### config.mk
export PLATFORM = sky130hd
export DESIGN_NAME = logic_unit_arbiter
export DESIGN_NICKNAME = d
export VERILOG_FILES = /design/src/rtl/logic_unit_pkg.sv /design/src/rtl/logic_unit.sv /design/src/rtl/logic_unit_arbiter.sv
export SDC_FILE = /design/constraint.sdc
export NUM_CORES = 1
export LEC_CHECK = 0
export CORE_MARGIN = 1.5
export CORE_UTILIZATION = 44
export CTS_BUF_LIST = sky130_fd_sc_hd__clkbuf_8
export DETAILED_ROUTE_END_ITERATION = 16
export GPL_TIMING_DRIVEN = 0
export PLACE_DENSITY = 0.8
export SETUP_SLACK_MARGIN = 0.05
export SYNTH_ARGS = -nofsm -noshare
export SYNTH_HDL_FRONTEND = slang
export SYNTH_HIERARCHICAL = 1
export SYNTH_SLANG_ARGS = --single-unit
### constraint.sdc
create_clock -name clk -period 3.3 [get_ports clk]
set_input_delay 0.99 -clock clk [delete_from_list [all_inputs] [get_ports clk]]
set_output_delay 0.99 -clock clk [all_outputs]
set_load 0.02 [all_outputs]
### src/rtl/logic_unit_pkg.sv
// ---------------------------------------------------------------------------
// logic_unit_pkg
// Shared constants for the logic-unit arbiter slice: opcode encodings,
// opcode width and the sequencer FSM state encoding.
// ---------------------------------------------------------------------------
package logic_unit_pkg;

   localparam int OP_W = 3;

   localparam logic [OP_W-1:0] OP_AND  = 3'd0;
   localparam logic [OP_W-1:0] OP_OR   = 3'd1;
   localparam logic [OP_W-1:0] OP_XOR  = 3'd2;
   localparam logic [OP_W-1:0] OP_NAND = 3'd3;
   localparam logic [OP_W-1:0] OP_NOR  = 3'd4;
   localparam logic [OP_W-1:0] OP_XNOR = 3'd5;
   localparam logic [OP_W-1:0] OP_NOTA = 3'd6;
   localparam logic [OP_W-1:0] OP_NOTB = 3'd7;

   typedef enum logic [1:0] {
      ST_IDLE = 2'd0,
      ST_EXEC = 2'd1,
      ST_RESP = 2'd2
   } state_t;

endpackage

### src/rtl/logic_unit.sv
// ---------------------------------------------------------------------------
// logic_unit
// Purely combinational W-bit bitwise logic unit.
// Ports:
//   op : opcode (see logic_unit_pkg), all eight codes legal
//   a  : operand A
//   b  : operand B
//   y  : result; NOT A / NOT B ignore the other operand
// ---------------------------------------------------------------------------
module logic_unit
   import logic_unit_pkg::*;
#(
   parameter int W = 8
) (
   input  logic [OP_W-1:0] op,
   input  logic [W-1:0]    a,
   input  logic [W-1:0]    b,
   output logic [W-1:0]    y
);

   always_comb begin
      y = '0;
      case (op)
         OP_AND:  y = a & b;
         OP_OR:   y = a | b;
         OP_XOR:  y = a ^ b;
         OP_NAND: y = ~(a & b);
         OP_NOR:  y = ~(a | b);
         OP_XNOR: y = ~(a ^ b);
         OP_NOTA: y = ~a;
         OP_NOTB: y = ~b;
         default: y = '0;
      endcase
   end

endmodule

### src/rtl/logic_unit_arbiter.sv
// ---------------------------------------------------------------------------
// logic_unit_arbiter
// Round-robin arbiter and sequencer sharing one logic_unit among N
// requesters. One operation is in flight at a time: IDLE (grant/capture),
// EXEC (evaluate into rsp_data), RESP (hold result until accepted).
//
// Handshake rule (both request and response sides): a transfer happens on a
// rising clk edge where valid and ready are both 1. The source holds its
// payload stable while valid is high and ready is low; a requester may drop
// req_valid before it is granted.
//
// Ports:
//   clk, rst    : clock, asynchronous active-high reset
//   req_valid   : per-requester request valid            [N]
//   req_ready   : per-requester grant, one-hot or zero   [N]
//   req_op      : packed opcodes, requester i at [3i+2:3i]
//   req_a/req_b : packed operands, requester i at [W*i+W-1:W*i]
//   rsp_valid   : result valid (state RESP)
//   rsp_ready   : downstream accepts result
//   rsp_data    : registered result
//   rsp_id      : requester that owns rsp_data
//   busy        : state is EXEC or RESP
//   op_count    : completed-response counter, wraps at 16 bits
//   dbg_state   : current FSM state encoding
// ---------------------------------------------------------------------------
module logic_unit_arbiter
   import logic_unit_pkg::*;
#(
   parameter  int W   = 8,
   parameter  int N   = 4,
   localparam int IDW = (N > 1) ? $clog2(N) : 1
) (
   input  logic              clk,
   input  logic              rst,
   input  logic [N-1:0]      req_valid,
   output logic [N-1:0]      req_ready,
   input  logic [OP_W*N-1:0] req_op,
   input  logic [W*N-1:0]    req_a,
   input  logic [W*N-1:0]    req_b,
   output logic              rsp_valid,
   input  logic              rsp_ready,
   output logic [W-1:0]      rsp_data,
   output logic [IDW-1:0]    rsp_id,
   output logic              busy,
   output logic [15:0]       op_count,
   output logic [1:0]        dbg_state
);

   state_t          state;
   logic [IDW-1:0]  rr_ptr;
   logic [OP_W-1:0] op_r;
   logic [W-1:0]    a_r;
   logic [W-1:0]    b_r;
   logic [IDW-1:0]  id_r;

   logic            found;
   logic [IDW-1:0]  winner;
   logic [IDW-1:0]  winner_nxt;
   logic            accept;
   logic [OP_W-1:0] sel_op;
   logic [W-1:0]    sel_a;
   logic [W-1:0]    sel_b;
   logic [W-1:0]    lu_y;

   // Round-robin search starting at rr_ptr. rr_ptr + k never exceeds 2N-2,
   // so a single conditional subtract is enough to wrap the index.
   always_comb begin
      int idx;
      found  = 1'b0;
      winner = '0;
      idx    = 0;
      for (int k = 0; k < N; k++) begin
         idx = int'(rr_ptr) + k;
         if (idx >= N) idx = idx - N;
         if (!found && req_valid[idx]) begin
            found  = 1'b1;
            winner = IDW'(idx);
         end
      end
   end

   // Grant only in IDLE. Gating with rst keeps req_ready low while reset is
   // held even though the state already reads IDLE.
   always_comb begin
      req_ready = '0;
      if (state == ST_IDLE && found && !rst) req_ready[winner] = 1'b1;
   end

   assign accept     = |(req_valid & req_ready);
   assign winner_nxt = (winner == IDW'(N - 1)) ? '0 : winner + IDW'(1);

   assign sel_op = req_op[OP_W*winner +: OP_W];
   assign sel_a  = req_a[W*winner +: W];
   assign sel_b  = req_b[W*winner +: W];

   logic_unit #(.W(W)) u_logic_unit (
      .op (op_r),
      .a  (a_r),
      .b  (b_r),
      .y  (lu_y)
   );

   always_ff @(posedge clk or posedge rst) begin
      if (rst) begin
         state    <= ST_IDLE;
         rr_ptr   <= '0;
         op_r     <= '0;
         a_r      <= '0;
         b_r      <= '0;
         id_r     <= '0;
         rsp_data <= '0;
         rsp_id   <= '0;
         op_count <= '0;
      end else begin
         case (state)
            ST_IDLE: begin
               if (accept) begin
                  op_r   <= sel_op;
                  a_r    <= sel_a;
                  b_r    <= sel_b;
                  id_r   <= winner;
                  rr_ptr <= winner_nxt;
                  state  <= ST_EXEC;
               end
            end
            ST_EXEC: begin
               rsp_data <= lu_y;
               rsp_id   <= id_r;
               state    <= ST_RESP;
            end
            ST_RESP: begin
               // Returning to IDLE here means the next grant can only be
               // accepted on the following edge, never on the handshake edge.
               if (rsp_ready) begin
                  op_count <= op_count + 16'd1;
                  state    <= ST_IDLE;
               end
            end
            default: state <= ST_IDLE;
         endcase
      end
   end

   assign rsp_valid = (state == ST_RESP);
   assign busy      = (state == ST_EXEC) || (state == ST_RESP);
   assign dbg_state = state;

endmodule
==> results.yml <==
sta:
  hold_violations: 0
  rsz0062_at_grt: "yes"
  fmaxAchievable_mhz: 310
  final_max_slew_viol_count: 0
  fin_crit_sh: 0.978
  worst_pin_slew_ps: 548
  timing.clock.skew_ps: 11.0
  min_period_ps: 3230
  finalSetupViolCount: 0
  relSlewSlack: 0.635
floorplanning:
  die_w_um: 94.6
  die_area_mm2: 0.00894
  rows: 33
  num_io_pins: 117
  die_h_um: 94.6
  fp.coreArea_mm2: 0.00818
  floorplan.initialDensity: 0.451
final_layout:
  diodes: 0
  layout.cells.most_common: "sky130_fd_sc_hd__clkdlybuf4s50_1"
  area_growth_pct: 43.9
  fillerInstances: 662
  layout_common_cells: "sky130_fd_sc_hd__clkdlybuf4s50_1, sky130_fd_sc_hd__dfrtp_1, sky130_fd_sc_hd__mux2i_1, sky130_fd_sc_hd__nand2_1, sky130_fd_sc_hd__mux2_2"
  layout.nets: 611
  non_filler_cell_area_final_mm2: 0.00531
  layout-drive-gt1-share: 0.190
placed_design:
  finalWeightedCongestion: 0.888
  port_buffers: 116
  dpl.hpwl_um: 7460
  dpl-instance-area_mm2: 0.00501
clock_network:
  cts.root.buffer_cell: "sky130_fd_sc_hd__clkbuf_8"
  tritoncts_clock_tree: "yes"
  clockBufferDepth: 2
  clkTransAtPathRegs_ps: 100
  clock_insertion_delay_worst_skew_ps: 300
  hold_buffer_count_at_cts: 0
  htree_num_levels: 2
  tritoncts.num_buffers: 5
  clock-sinks: 51
drt:
  post_dr_wirelength_cell_um: 16.1
  first_pass_iters: 5
  initial_detailed_routing_violation_count: 164
  route.final.wire_length_um: 9850
  via_count: 3348
  ant_nets: 0
  via_per_inst: 5.48
  route.detailed.drc: 0
global_route:
  track_usage: 0.231
  initial_antenna_violation_count: 0
  pin_count_of_the_biggest_net_entering_global_routing: 30
  overflow: 0
  first_pass_grt_wire_length_um: 16200
  grt_pass1_vias: 3369
logic_synthesis:
  synth-async-reset-ratio: 1.00
  synth_edf_count: 0
  synth_area_mm2: 0.00369
  synth_fp_nets: 471
  synth_cells: 365
  synthesis.area_per_instance_um2: 10.1
  synth-main-ff-cell: "sky130_fd_sc_hd__dfrtp_1"
  yosysWarningCount: 6
  synthDistinctLibCells: 53
  synth.ff_latch_count: 51
  synth_sequential_area_ratio: 0.346
status:
  outcome: "completed"
critical_path:
  path_cells: "buf_4, inv_2, o22ai_4, a211oi_4, buf_6, buf_12, ha_4, and2_4, buf_6"
  worst-path-buf-inv: 5
  cp.arrival_ps: 2240
  worst-path-max-fanout: 4
  timing.critical_path.required_ps: 2310
  worst_path_max_delay_cell: "sky130_fd_sc_hd__a211oi_4"
  worst_path_largest_cell_delay_ps: 290
  kind_of_end_point_of_the_critical_path: "output pin"
  worst_path_dominant_cell_family: "buffers and inverters"
  cp-start-kind: "input pin"
  crit_path_frequent_cell: "sky130_fd_sc_hd__buf_6"
  critical_path_class: "in2out"
power:
  max-vdd-ir-drop_mv: 0.400
  total_power_mw: 4.34
  power.density_cell_area_mw_per_mm2: 817
  power.leakage_nw: 2.38
min_path:
  hold_path.class: "reg2reg"
job:
  maxCapViolCount: 0
## metrics by stage
stage	utilization	std cells	TNS, ps	worst slack (ps)	hold slack, ps
floorplan	-	365	0	68.4	441
global placement	0.610	586	-16950	-1150	460
detailed placement	0.612	587	-18320	-1160	469
CTS	0.648	609	0	23.0	484
global route	0.650	611	0	9.78	501
finish	0.650	611	0	72.1	478
## registers in the layout, indices dropped and copies added, names as in the netlist
name and count:
dbg_state 2, a_r 8, op_count 16, id_r 2
rsp_id 2, rsp_data 8, b_r 8, rr_ptr 2
op_r 3
## report_power, final
group | leakage [nW] | internal, mW | switching, mW | total [mW]
combinational | 1.67 | 1.40 | 1.38 | 2.78
sequential | 0.649 | 0.862 | 0.243 | 1.11
clock | 0.0587 | 0.230 | 0.220 | 0.450
## metal layers
layer	vias to the layer above	wire length, µm	GRT usage
met5	-	0	0
met4	0	127	0.0622
met3	16	477	0.0346
met2	124	5130	0.404
met1	1619	4120	0.296
li1	1589	-	-
## cells in the mapped netlist (4+ instances only)
master | count | share of area
sky130_fd_sc_hd__buf_2 | 9 | 0.012
sky130_fd_sc_hd__a311oi_1 | 6 | 0.014
sky130_fd_sc_hd__inv_1 | 25 | 0.025
sky130_fd_sc_hd__o221ai_1 | 7 | 0.017
sky130_fd_sc_hd__mux2i_1 | 45 | 0.12
sky130_fd_sc_hd__dfrtp_1 | 51 | 0.35
sky130_fd_sc_hd__buf_6 | 4 | 0.012
sky130_fd_sc_hd__nand2b_1 | 6 | 0.010
sky130_fd_sc_hd__nand4_1 | 5 | 0.0085
sky130_fd_sc_hd__mux2_2 | 26 | 0.079
sky130_fd_sc_hd__nor2_1 | 17 | 0.017
sky130_fd_sc_hd__nand3_1 | 7 | 0.0095
sky130_fd_sc_hd__xor2_1 | 4 | 0.0095
sky130_fd_sc_hd__o21ai_1 | 14 | 0.019
sky130_fd_sc_hd__nand2_1 | 35 | 0.036
sky130_fd_sc_hd__o22ai_1 | 4 | 0.0068
sky130_fd_sc_hd__xnor2_1 | 11 | 0.026
sky130_fd_sc_hd__ha_1 | 23 | 0.078
sky130_fd_sc_hd__a21oi_1 | 11 | 0.015
## kinds of logic after synthesis
kind of cell             count (synthesis)  synth area share
flip-flops                              51             0.346
adder cells (fa/ha/maj)                 23            0.0780
multiplexers                            77             0.233
AND/OR/NAND/NOR                         86             0.111
XOR/XNOR                                15            0.0356
buffers and inverters                   47            0.0648
AO/OA/AOI/OAI                           66             0.132
## timing repair
action | in CTS | in global routing
pin swaps | 5 | 2
buffers inserted | 14 | 2
resized for setup | 47 | 10
setup endpoints to repair | 29 | 4
## area by class of cell
type / instances / area (µm²) / share of cell area
Buffer: 19 / 156 / 0.0294
Clock buffer: 5 / 68.8 / 0.0130
Multi-Input combinational cell: 267 / 2250 / 0.423
Inverter: 28 / 108 / 0.0203
Timing Repair Buffer: 133 / 1270 / 0.240
Tap cell: 105 / 131 / 0.0247
Sequential cell: 51 / 1280 / 0.240
Clock inverter: 3 / 47.5 / 0.00895
## path summary, 6_finish.rpt
check	from	to	slack, ps	cells after the start
max reg2reg	rr_ptr[0]	a_r[3]	560	13
min in group asynchronous	rst	op_r[0]	820	2
min	op_count[15]	op_count[15]	480	1
min reg2reg	op_count[15]	op_count[15]	480	1
max in group asynchronous	rst	b_r[3]	1940	3
max	req_valid[0]	req_ready[3]	70	9
No activity file was read; power rests on OpenSTA's default activity.
